**config.mk**
```make
export PLATFORM = sky130hd
export DESIGN_NAME = pcie_cpl_tx64
export DESIGN_NICKNAME = d
export VERILOG_FILES = /design/src/rtl/pcie_cpl_tx64.sv
export SDC_FILE = /design/constraint.sdc
export NUM_CORES = 1
export LEC_CHECK = 0
export ABC_AREA = 1
export BUFFER_PORTS_ARGS = -buffer_cell sky130_fd_sc_hd__buf_4
export CORE_MARGIN = 2
export CORE_UTILIZATION = 45
export DETAILED_ROUTE_END_ITERATION = 8
export GPL_ROUTABILITY_DRIVEN = 0
export PLACE_DENSITY = 0.86
export SLEW_MARGIN = 20
export SYNTH_ARGS = -nofsm -noshare
export SYNTH_HDL_FRONTEND = slang
export SYNTH_SLANG_ARGS = --single-unit
```
**constraint.sdc**
```tcl
create_clock -name clk_i -period 7.1 [get_ports clk_i]
set_clock_uncertainty 0.15 [all_clocks]
set_input_delay 0.71 -clock clk_i [delete_from_list [all_inputs] [get_ports clk_i]]
set_output_delay 0.71 -clock clk_i [all_outputs]
set_load 0.01 [all_outputs]
```
**src/rtl/pcie_cpl_tx64.sv**
```systemverilog
// 3DW CplD transmitter: turns a read descriptor plus read data into a TLP on a 64-bit TX AXI-stream.
// Optional PCIE_CPL_UR_EN adds req_ur_i, which makes the block emit a data-less UR completion instead.
module pcie_cpl_tx64 #(
    parameter int unsigned MAX_LEN_DW = 128
) (
    input  logic        clk_i,
    input  logic        rst_i,
    input  logic [15:0] completer_id_i,
    input  logic        req_valid_i,
    output logic        req_ready_o,
    input  logic [15:0] req_reqid_i,
    input  logic [7:0]  req_tag_i,
    input  logic [9:0]  req_len_i,
    input  logic [6:0]  req_lower_addr_i,
    input  logic [11:0] req_bytecount_i,
    input  logic [2:0]  req_tc_i,
    input  logic [1:0]  req_attr_i,
`ifdef PCIE_CPL_UR_EN
    input  logic        req_ur_i,
`endif
    input  logic [63:0] rd_data_i,
    input  logic        rd_valid_i,
    output logic        rd_ready_o,
    output logic [63:0] tx_tdata_o,
    output logic [7:0]  tx_tkeep_o,
    output logic        tx_tlast_o,
    output logic        tx_tvalid_o,
    input  logic        tx_tready_i,
    output logic [3:0]  tx_tuser_o,
    output logic        err_len_o
);

    localparam logic [1:0] S_IDLE = 2'd0;
    localparam logic [1:0] S_HDR0 = 2'd1;
    localparam logic [1:0] S_HDR1 = 2'd2;
    localparam logic [1:0] S_DATA = 2'd3;

    logic [1:0]  state_q, state_d;
    logic [10:0] rem_q, rem_d;
    logic [31:0] carry_q, carry_d;
    logic        err_q, err_d;
    logic [15:0] reqid_q;
    logic [7:0]  tag_q;
    logic [9:0]  len_q;
    logic [6:0]  la_q;
    logic [11:0] bc_q;
    logic [2:0]  tc_q;
    logic [1:0]  attr_q;
    logic        ur_q;
    logic        ur_in, len_bad, accept, rd_hs;
    logic [31:0] hdr0, hdr1, hdr2;

`ifdef PCIE_CPL_UR_EN
    assign ur_in = req_ur_i;
`else
    assign ur_in = 1'b0;
`endif

    // UR completions carry no payload, so their length field is not range-checked.
    assign len_bad = !ur_in && ((req_len_i == '0) || (32'(req_len_i) > MAX_LEN_DW));
    assign accept  = req_valid_i && req_ready_o;
    assign rd_hs   = rd_valid_i && rd_ready_o;

    assign hdr0 = {1'b0, (ur_q ? 2'b00 : 2'b10), 5'b01010, 1'b0, tc_q, 4'b0000,
                   1'b0, 1'b0, attr_q, 2'b00, (ur_q ? 10'd0 : len_q)};
    assign hdr1 = {completer_id_i, (ur_q ? 3'b001 : 3'b000), 1'b0, bc_q};
    assign hdr2 = {reqid_q, tag_q, 1'b0, la_q};

    assign tx_tuser_o = '0;
    assign err_len_o  = err_q;

    always_comb begin
        state_d     = state_q;
        rem_d       = rem_q;
        carry_d     = carry_q;
        err_d       = 1'b0;
        req_ready_o = 1'b0;
        rd_ready_o  = 1'b0;
        tx_tvalid_o = 1'b0;
        tx_tlast_o  = 1'b0;
        tx_tdata_o  = '0;
        tx_tkeep_o  = '0;
        case (state_q)
            S_IDLE: begin
                req_ready_o = !rst_i;
                if (accept) begin
                    err_d = len_bad;
                    if (!len_bad) state_d = S_HDR0;
                end
            end
            S_HDR0: begin
                tx_tvalid_o = 1'b1;
                tx_tkeep_o  = '1;
                tx_tdata_o  = {hdr1, hdr0};
                if (tx_tready_i) state_d = S_HDR1;
            end
            S_HDR1: begin
                if (ur_q) begin
                    tx_tvalid_o = 1'b1;
                    tx_tkeep_o  = 8'h0F;
                    tx_tlast_o  = 1'b1;
                    tx_tdata_o  = {32'h0, hdr2};
                    if (tx_tready_i) state_d = S_IDLE;
                end else begin
                    tx_tvalid_o = rd_valid_i;
                    tx_tkeep_o  = '1;
                    tx_tlast_o  = (len_q == 10'd1);
                    tx_tdata_o  = {rd_data_i[31:0], hdr2};
                    rd_ready_o  = tx_tready_i;
                    if (rd_hs) begin
                        carry_d = rd_data_i[63:32];
                        rem_d   = {1'b0, len_q} - 11'd1;
                        state_d = (len_q == 10'd1) ? S_IDLE : S_DATA;
                    end
                end
            end
            default: begin
                if (rem_q == 11'd1) begin
                    tx_tvalid_o = 1'b1;
                    tx_tkeep_o  = 8'h0F;
                    tx_tlast_o  = 1'b1;
                    tx_tdata_o  = {32'h0, carry_q};
                    if (tx_tready_i) begin
                        rem_d   = '0;
                        state_d = S_IDLE;
                    end
                end else begin
                    // With exactly two DWs left the upper DW of this rd word is past the end.
                    tx_tvalid_o = rd_valid_i;
                    tx_tkeep_o  = '1;
                    tx_tlast_o  = (rem_q == 11'd2);
                    tx_tdata_o  = {rd_data_i[31:0], carry_q};
                    rd_ready_o  = tx_tready_i;
                    if (rd_hs) begin
                        carry_d = rd_data_i[63:32];
                        rem_d   = rem_q - 11'd2;
                        if (rem_q == 11'd2) state_d = S_IDLE;
                    end
                end
            end
        endcase
    end

    always_ff @(posedge clk_i or posedge rst_i) begin
        if (rst_i) begin
            state_q <= S_IDLE;
            rem_q   <= '0;
            carry_q <= '0;
            err_q   <= 1'b0;
            reqid_q <= '0;
            tag_q   <= '0;
            len_q   <= '0;
            la_q    <= '0;
            bc_q    <= '0;
            tc_q    <= '0;
            attr_q  <= '0;
            ur_q    <= 1'b0;
        end else begin
            state_q <= state_d;
            rem_q   <= rem_d;
            carry_q <= carry_d;
            err_q   <= err_d;
            if (accept) begin
                reqid_q <= req_reqid_i;
                tag_q   <= req_tag_i;
                len_q   <= req_len_i;
                la_q    <= req_lower_addr_i;
                bc_q    <= req_bytecount_i;
                tc_q    <= req_tc_i;
                attr_q  <= req_attr_i;
                ur_q    <= ur_in;
            end
        end
    end

endmodule
```
# Word-level counts from Yosys, hierarchy flattened
# Index checks and enable logic that the tools add are counted.
word_totals:
  register_bits: 104
  inputBits: 143
  word_cells: 72
  out_inout_bits: 81
classes:
  order_cmp: 1
  reduce_logical: 14
  n_eq_ne: 12
  bitwise_logic: 1
  addsub: 2
  muxes: 31
ops:
  columns: ["op", "n"]
  rows:
  - ["$pmux 64 s3", 1]
  - ["$mux 32", 2]
  - ["$mux 64", 1]
  - ["$pmux 32 s2", 1]
  - ["$mux 11", 4]
  - ["$pmux 11 s2", 1]
  - ["$mux 2", 9]
  - ["$pmux 8 s2", 1]
  - ["$eq 11x1->1 const B", 1]
  - ["$eq 11x2->1 const B", 1]
  - ["$sub 10x1->11 const B", 1]
  - ["$sub 11x2->11 const B", 1]
  - ["$eq 10x1->1 const B", 1]
  - ["$gt 10x8->1 const B", 1]
  - ["$logic_not 10->1", 1]
  - ["$reduce_bool 5->1", 2]
  - ["$mux 8", 1]
  - ["$ne 2x2->1 const B", 4]
  - ["$reduce_and 7->1", 1]
  - ["$mux 1", 6]
  - ["$pmux 2 s3", 1]
  - ["$ne 5x2->1 const B", 1]
  - ["$pmux 1 s2", 2]
  - ["$reduce_and 4->1", 1]
  - ["13 further kinds", 15]

# Logic depth before layout (Yosys ltp)
# Gate-level depths: netlist (run 1).
depth:
  depth_word: 7
  ltp_mapped: 13
  ltp_nobuf: 13

# Worst setup path before layout (run 1)
# OpenSTA, ideal clock, no wires.
synth_timing:
  kind: "reg2out"
  start: "register state_q[0]"
  end: "output port tx_tdata_o[35]"
  required_time_ns: 6.240
  path_buffers: 3
  path_slack_ns: 4.542
  arrival_time_ns: 1.698
  stages_incl_launch_ff: 11
  cell_sequence: "dfrtp_1 > inv_1 > ha_1 > buf_4 > inv_2 > nor2_4 > inv_2 > nand2_4 > buf_6 > buf_6 > a32o_1"
synth_via:
  elab_chain_cells: 2
  word_cells_on_any_way: 4
synth_rtl:
  columns: ["item", "line", "text"]
  rows:
  - ["from (decl)", "38", "logic [1:0] state_q, state_d;"]
  - ["from (signal assigned)", "159", "state_q <= state_d;"]
  - ["$eq 2x2->1 (tied with other cells)", "83", "case (state_q)"]
  - ["$pmux 64 s3 *", "83", null]
  - ["to (decl)", "24", "output logic [63:0] tx_tdata_o,"]
# Every way passes the cells marked *; elsewhere a longest branch is shown, timed or not.

# Worst setup path in the final report (run 1)
layout_timing:
  start: "register state_q[0]"
  end: "output port tx_tdata_o[8]"
# Same word-level chain as after synthesis.

==> summary.txt, run 1 <==
Clock tree
  – Reg clk slew, reported paths: 0.07 ns
  – CTS sink cnt: 104
  – Clk_lat worst skew: 0.35 ns
  – CTS root buf: clkbuf_16
  – CTS max path bufs: 2
  – CTS tree: yes
  – Hold_buf cts: 0
  – H-tree depth: 3
  – CTS resizes: 0
  – Post-CTS setup buffer count: 0
  – Total CTS buffers: 9

STA
  – Max-slew headroom: 34.6%
  – Period minus WS final: 4.33 ns
  – Setup TNS: 0 ns
  – Final Hold Vio Count: 0
  – Fmax: 0.231 GHz
  – Least-Margin Pin Slew: 0.978 ns
  – Final setup vio count: 0
  – Final Cycle Share: 61.0%
  – RSZ-0062 raised after global routing: false
  – Slew Limit Fails: 0

Global route
  – First-pass GRT wire length: 26.2 mm
  – Grt ovf: 0
  – Vias in the first global route: 5,166
  – Largest net degree at the start of global routing: 77
  – Antenna violations before repair: 0
  – Total GRT Usage: 25.2%

Synth
  – Library cells used by synthesis: 34
  – #FFs+latches synth: 104
  – Post-synthesis simple-gate area fraction: 24.3%
  – Post-synth top area share: 46.2%
  – Mapped cell area: 5630 um^2
  – Mux share of post-synthesis cell area: 0%
  – Post-synth EDFFs: 0
  – Synth area leaders: dfrtp_1 (46%), nand2_1 (17%), o21ai_0 (6.5%)
  – Syn avg cell area: 7.75 um^2
  – Synth Area in Compound Gates: 16.7%
  – Cell taking the most area after synthesis: dfrtp_1
  – FFs w/ async S/R, synth: 100%
  – Adder-Cell Fraction of Synth Area: 1.78%
  – Synth Warn #: 0
  – Seq/Total Area, Yosys: 46.2%
  – Largest family of logic cells by synthesized area: simple AND/OR/NAND/NOR gates
  – Ys flop type: dfrtp_1
  – Area share of xor/xnor cells in the synthesized design: 0.933%
  – Mapped Cells: 727

Drt
  – Drt drc: 0
  – Routed wire length: 17.1 mm
  – Post-DR wirelength/cell: 15.7 um
  – Via count: 5,661
  – DRT Pass-1 Iters: 5
  – Routed vias/inst: 5.21
  – Routed Antenna Nets: 0
  – DR iter-0 viols: 340

Placed design
  – Port buffer count: 219
  – Half-perimeter wire length after placement: 12.4 mm
  – Placed inst area: 7250 um^2
  – Placed cells: 1,071

Finish
  – Nets: 1,065
  – Share of cells above drive strength 1: 27.6%
  – Area grow syn2layout: 33.7%
  – Fin area: 7530 um^2
  – Fin util: 62.2%
  – Post-route insts no fill: 1,087
  – Commonest cells after routing, fill and taps aside: nand2_1 (254), buf_4 (223), dfrtp_1 (104), o21ai_0 (73), inv_1 (71)
  – Ant. Diodes: 0
  – Leading cell type in the layout, fill and taps excluded: nand2_1

Worst setup path
  – Slowest-stage cell, CP: inv_2
  – Reg2Reg Setup Slack: 3.30 ns
  – Data arrival, critical path: 3.47 ns
  – Critical Path Max Stage Delay: 0.82 ns
  – Largest fanout on the critical path: 55
  – CP Capture Type: primary output
  – Worst Path Buf+Inv: 2
  – Crit Path Category: reg2out
  – Largest delay share family, worst path: buffers and inverters
  – Crit path launch type: flip-flop
  – Worst EP required: 6.24 ns
  – Worst-path cell chain: ha_1 > inv_2 > nand2_1 > o221ai_1 > buf_4

Die
  – I/O pins: 224
  – Core Area: 12,100 um^2
  – Row cnt: 40
  – Die extent in x: 116 um
  – Die ar.: 13,400 um^2
  – Starting Density: 46.5%
  – DIE HEIGHT: 116 um

Pwr
  – Max IR drop VDD: 0.000229 V
  – Pwr Total: 0.00317 W
  – Pleak: 3.93 nW
  – Pwr/cell area: 420 nW/um^2

Flow run
  – Max Cap Violations: 0

Outcome
  – Status: completed

Min path
  – HP Class: in2async
## registers in the layout, indices dropped and copies added (netlist names)
register,cells
rem_q,11
attr_q,2
tag_q,8
reqid_q,16
state_q,2
bc_q,12
la_q,7
tc_q,3
len_q,10
err_len_o,1
carry_q,32
## cell usage after synthesis (2+ instances only)
cell type	count
a21oi_1	9
a32o_1	27
buf_1	2
buf_2	12
buf_4	12
buf_6	4
clkbuf_1	20
dfrtp_1	104
ha_1	8
inv_1	73
inv_2	3
nand2_1	254
nand2_2	4
nand3_1	33
nand4_1	4
nor2_1	27
nor2_2	3
nor2_4	2
nor3_1	3
o211ai_1	11
o21a_1	2
o21ai_0	73
o21ai_1	8
o221ai_1	4
o22ai_1	12
xnor2_1	5
## routing by layer
metal,track usage (%),part of all wire [%],vias to the layer above
li1,-,-,2729
met4,7.94,2.1,0
met3,7.37,8.7,29
met5,0,0,-
met2,39.7,48,247
met1,33.9,41,2656
## worst reg2reg max path, stage by stage, from the launching register on
cell and delay [ns]:
dfrtp_1 0.43, inv_1 0.13, ha_1 0.42, inv_2 0.19, nor2_4 0.39, inv_2 0.30, nand2_4 0.37, nand3_4 0.26
nor2_4 0.81, o21ai_0 0.20
## stage by stage
stage | hold WS, ns | worst slack (ns)
after floorplan | 0.299 | 3.51
after global placement | 0.312 | 3.23
after detailed placement | 0.316 | 3.21
after CTS | 0.311 | 2.82
after global routing | 0.336 | 2.59
final | 0.299 | 2.77
## cell type report
type | instances | area, um^2
well taps | 168 | 210
repair buffers | 223 | 1670
flip-flops and latches | 104 | 2600
fillers | 1107 | 4580
clock buffers | 12 | 246
inverters | 76 | 288
multi-input cells | 500 | 2480
clock inverters | 4 | 33.8
## worst paths after layout
check	start	endpoint	depth (start not counted)
worst max-delay path	state_q[0]$_DFFE_PP0P_	tx_tdata_o[8]	5
worst min-delay path	rst_i	rem_q[4]$_DFFE_PP0P_	2
worst max register to register	state_q[0]$_DFFE_PP0P_	carry_q[19]$_DFFE_PP0P_	9
worst min register to register	la_q[1]$_DFFE_PP0P_	la_q[1]$_DFFE_PP0P_	2
max in group asynchronous	rst_i	tag_q[1]$_DFFE_PP0P_	3
min in group clk_i	la_q[1]$_DFFE_PP0P_	la_q[1]$_DFFE_PP0P_	2
## logic make-up after synthesis
| family | after synthesis |
|---|---|
| compound gates | 148 |
| other cells | 1 |
| buf+inv | 126 |
| flops | 104 |
| fa+ha+maj | 8 |
| simple gates | 334 |
| xor+xnor | 6 |
## where the power goes
part           total [W]  switching, W  internal [W]
clock           0.000476      0.000224      0.000252
combinational    0.00165      0.000955      0.000691
sequential       0.00105      0.000168      0.000878
Note: power is estimated with default switching activity, not from simulation.
==> run 2: changes to the inputs <==
clock period = 4.1 ns   (was 7.1 ns; I/O delays follow)
==> summary.txt, run 2 (synthesis gave the netlist of run 1 again) <==
Outcome
  – Status: completed

Finish
  – Fill cell count: 1,069
  – Area of the multi-input gates: 2480 um^2
  – Ant. Diodes: 0
  – Commonest cells after routing, fill and taps aside: nand2_1 (254), buf_4 (226), dfrtp_1 (104), o21ai_0 (73), inv_1 (71)
  – Registers with the most flip-flops: carry_q: 32 flops, reqid_q: 16 flops, bc_q: 12 flops
  – Largest reg by FF count: carry_q
  – FF/Latch Area: 2600 um^2
  – Nets: 1,070
  – Area grow syn2layout: 35.0%
  – Share of cells above drive strength 1: 28.1%
  – Leading cell type in the layout, fill and taps excluded: nand2_1
  – Fin area: 7610 um^2
  – Max reg flops: 32

Worst setup path
  – Data arrival, critical path: 3.60 ns
  – CP Capture Type: flip-flop
  – Worst EP required: 4.21 ns
  – Largest fanout on the critical path: 30
  – Crit path launch type: flip-flop
  – Crit Path Category: reg2reg

Drt
  – Routed wire length: 17.2 mm
  – Via count: 5,708
  – DR iter-0 viols: 397
  – Post-DR wirelength/cell: 15.8 um
  – DRT Pass-1 Iters: 5
  – Routed Antenna Nets: 0
  – Drt drc: 0
  – Routed vias/inst: 5.23

STA
  – Final Cycle Share: 85.2%
  – Final hold slack: 0.0943 ns
  – Setup slack after layout: 0.606 ns
  – Final Hold Vio Count: 0
  – Max-slew headroom: 62.6%
  – Setup TNS: 0 ns
  – Slew Limit Fails: 0
  – Final setup vio count: 0
  – Fmax: 0.286 GHz
  – Least-Margin Pin Slew: 0.560 ns
  – RSZ-0062 raised after global routing: false
  – Period minus WS final: 3.49 ns

Clock tree
  – CTS root buf: clkbuf_16
  – CTS max path bufs: 2
  – CTS sink cnt: 104
  – Reg clk slew, reported paths: 0.08 ns
  – H-tree depth: 3
  – CTS tree: yes
  – Total CTS buffers: 9
  – Clk_lat worst skew: 0.34 ns

Die
  – Core Area: 12,100 um^2
  – I/O pins: 224
  – Starting Density: 46.5%
  – Die ar.: 13,400 um^2
  – Die extent in x: 116 um
  – DIE HEIGHT: 116 um
  – Row cnt: 40

Placed design
  – Post-Place Setup Slack: 0.715 ns
  – Placed inst area: 7300 um^2
  – Port buffer count: 219
  – Half-perimeter wire length after placement: 12.6 mm

Global route
  – Vias in the first global route: 5,360
  – Antenna violations before repair: 0
  – Total GRT Usage: 25.8%
  – First-pass GRT wire length: 26.9 mm
  – Grt ovf: 0
  – Largest net degree at the start of global routing: 53

Pwr
  – Pwr/cell area: 730 nW/um^2
  – Pleak: 3.96 nW
  – Max IR drop VDD: 0.000349 V

Min path
  – HP Class: in2reg

Flow run
  – Max Cap Violations: 0
## run 2: report_power, final
group / total [W] / switching, W / internal [W]
clock: 0.000857 / 0.000413 / 0.000444
sequential: 0.00182 / 0.000296 / 0.00152
combinational: 0.00288 / 0.00168 / 0.00121
## run 2: worst paths after layout
check | end | slack, ns | depth (start not counted) | from
worst max-delay path | carry_q[18]$_DFFE_PP0P_ | 0.61 | 11 | state_q[0]$_DFFE_PP0P_
worst min register to register | attr_q[0]$_DFFE_PP0P_ | 0.34 | 2 | attr_q[0]$_DFFE_PP0P_
worst max register to register | carry_q[18]$_DFFE_PP0P_ | 0.61 | 11 | state_q[0]$_DFFE_PP0P_
min in group asynchronous | len_q[5]$_DFFE_PP0P_ | 0.54 | 3 | rst_i
worst min-delay path | bc_q[9]$_DFFE_PP0P_ | 0.09 | 3 | req_bytecount_i[9]
max in group asynchronous | carry_q[9]$_DFFE_PP0P_ | 2.42 | 4 | rst_i
## run 2: what timing repair did
action / CTS / global route
hold buffers: 1 / 0
setup buffers: 0 / 0
resized for setup: 0 / 0
endpoints found under the hold margin: 30 / 0
## run 2: layout make-up
class | instances | share of cell area [%]
flip-flops and latches | 104 | 34.2
multi-input cells | 500 | 32.6
repair buffers | 228 | 22.7
inverters | 76 | 3.78
clock buffers | 10 | 3.14
well taps | 168 | 2.76
clock inverters | 6 | 0.806
## run 2: critical path: stages, from the launching register on
cell and delay, ns:
dfrtp_1 0.43, inv_1 0.13, ha_1 0.39, inv_2 0.17
nor2_4 0.33, inv_2 0.26, nand2_4 0.36, nand3_4 0.27
nor2_4 0.50, buf_12 0.24, nand2_1 0.07, o21ai_0 0.10
## run 2: per-stage QoR
| stage | instances | total power, W | utilization (%) |
|---|---|---|---|
| 2_1_floorplan | 730 | 0.00359 | - |
| 3_3_place_gp | 1075 | 0.00460 | 60.2 |
| 3_5_place_dp | 1075 | 0.00466 | 60.2 |
| 4_1_cts | 1092 | 0.00555 | 62.8 |
| 5_1_grt | 1092 | 0.00598 | 62.8 |
| 6_report | 1092 | 0.00556 | 62.8 |
## run 2: per-layer routing
metal / vias to the layer above / global-route usage [%] / part of all wire [%] / routed length (um)
li1: 2742 / - / - / -
met3: 40 / 7.01 / 8.5 / 1460
met5: - / 0 / 0 / 0
met4: 0 / 8.49 / 2.9 / 507
met1: 2660 / 34.5 / 41 / 6980
met2: 266 / 40.9 / 48 / 8280
==> run 3: changes to the inputs <==
CORE_MARGIN = default   (was 2)
CORE_UTILIZATION = 30   (was 45)
PLACE_DENSITY = 0.65   (was 0.86)
==> summary.txt, run 3 (synthesis gave the netlist of run 1 again) <==
Outcome
  – Status: finished with violations
  – Failing checks: design-rule violations

Clock tree
  – Clk_lat worst skew: 0.35 ns
  – CTS max path bufs: 2
  – Hold_buf cts: 0
  – CTS sink cnt: 104
  – Total CTS buffers: 9
  – CTS resizes: 0
  – Post-CTS setup buffer count: 0
  – CTS tree: yes
  – H-tree depth: 3
  – CTS root buf: clkbuf_16
  – Reg clk slew, reported paths: 0.07 ns

STA
  – Period minus WS final: 3.43 ns
  – RSZ-0062 raised after global routing: false
  – Setup TNS: 0 ns
  – Final setup vio count: 0
  – Max-slew headroom: 38.6%
  – Final Cycle Share: 83.7%
  – Least-Margin Pin Slew: 0.921 ns
  – Slew Limit Fails: 0
  – Fmax: 0.291 GHz
  – Final Hold Vio Count: 0

Worst setup path
  – Crit Path Category: reg2out
  – Slowest-stage cell, CP: nand2_1
  – Worst EP required: 3.54 ns
  – Worst-path cell chain: ha_1 > inv_2 > nand2_1 > o211ai_1 > buf_4
  – CP Capture Type: primary output
  – Crit path launch type: flip-flop
  – Critical Path Max Stage Delay: 0.58 ns
  – Data arrival, critical path: 2.87 ns
  – Reg2Reg Setup Slack: 0.92 ns
  – Largest fanout on the critical path: 34

Drt
  – Routed vias/inst: 4.77
  – DRT Pass-1 Iters: 7
  – Post-DR wirelength/cell: 15.7 um
  – DR iter-0 viols: 335
  – Routed Antenna Nets: 0
  – Drt drc: 5
  – Routed wire length: 18.1 mm
  – Via count: 5,505

Pwr
  – Pwr/cell area: 728 nW/um^2
  – Max IR drop VDD: 0.000376 V
  – Pleak: 3.97 nW
  – Pwr Total: 0.00559 W

Finish
  – Fill cell count: 1,881
  – Ant. Diodes: 0
  – Largest reg by FF count: carry_q
  – Post-route insts no fill: 1,153
  – Commonest cells after routing, fill and taps aside: nand2_1 (254), buf_4 (227), dfrtp_1 (104), o21ai_0 (73), inv_1 (71)
  – Fin util: 42.2%
  – Share of cells above drive strength 1: 28.1%
  – Registers with the most flip-flops: carry_q: 32 flops, reqid_q: 16 flops, bc_q: 12 flops
  – Leading cell type in the layout, fill and taps excluded: nand2_1
  – Max reg flops: 32
  – Area grow syn2layout: 36.4%
  – Nets: 1,070

Die
  – Core Area: 18,200 um^2
  – I/O pins: 224
  – DIE HEIGHT: 139 um
  – Row cnt: 49
  – Die extent in x: 139 um
  – Die ar.: 19,300 um^2
  – Starting Density: 30.9%

Placed design
  – Half-perimeter wire length after placement: 13.6 mm
  – Port buffer count: 219
  – Placed cells: 1,137

Global route
  – Grt ovf: 0
  – Vias in the first global route: 5,553
  – Largest net degree at the start of global routing: 74
  – Antenna violations before repair: 0
  – Total GRT Usage: 19.3%
  – First-pass GRT wire length: 29.3 mm

Flow run
  – Max Cap Violations: 0

Min path
  – HP Class: in2async
run 3: changes by cell type in the layout (fill, tap and decap cells not counted):
cell,change
buf_4,+1
bufinv_16,+1
clkbuf_1,+1
clkbuf_8,-1
clkinv_2,+1
clkinv_8,-1
clkinvlp_4,-1
dlygate4sd3_1,-1
run 3: metal layers:
metal	track usage, %	up-vias	routed length (um)
li1	-	2745	-
met1	26.5	2555	8420
met2	30.2	184	8250
met3	4.83	21	1130
met4	5.15	0	333
met5	0	-	0
run 3: final cells by class:
type / instances / area [um^2] / area share [%]
flip-flops and latches: 104 / 2600 / 33.9
inverters: 76 / 288 / 3.75
repair buffers: 228 / 1720 / 22.4
multi-input cells: 500 / 2480 / 32.3
well taps: 229 / 287 / 3.73
clock buffers: 10 / 229 / 2.98
clock inverters: 6 / 72.6 / 0.945
run 3: metrics by stage:
stage / hold slack (ns) / setup slack, ns / cell area [um^2]
floorplan: 0.299 / 0.808 / 5650
global placement: 0.312 / 1.13 / 7380
detailed placement: 0.315 / 0.952 / 7380
CTS: 0.0771 / 0.687 / 7680
global route: 0.0809 / 0.487 / 7680
finish: 0.0910 / 0.666 / 7680
run 3: final timing paths:
| check | depth (start not counted) | to | startpoint |
|---|---|---|---|
| hold / removal | 2 | len_q[0]$_DFFE_PP0P_ | rst_i |
| hold reg to reg | 2 | la_q[3]$_DFFE_PP0P_ | la_q[3]$_DFFE_PP0P_ |
| setup / recovery | 5 | tx_tdata_o[0] | state_q[0]$_DFFE_PP0P_ |
| min in group clk_i | 3 | bc_q[8]$_DFFE_PP0P_ | req_bytecount_i[8] |
| setup reg to reg | 11 | carry_q[28]$_DFFE_PP0P_ | state_q[0]$_DFFE_PP0P_ |
| max in group asynchronous | 3 | carry_q[6]$_DFFE_PP0P_ | rst_i |
run 3: where the power goes:
group / leakage [nW] / internal, W / switching [W]
logic: 2.53 / 0.00121 / 0.00168
registers: 1.29 / 0.00152 / 0.000292
clock network: 0.149 / 0.000483 / 0.000407
run 3: worst max-delay path, delay by kind of cell, from the launching register on:
family	cells	cell delay [ns]
adder cells (fa/ha/maj)	1	0.35
buffers and inverters	2	0.69
AO/OA/AOI/OAI	1	0.45
flip-flops	1	0.44
AND/OR/NAND/NOR	1	0.58
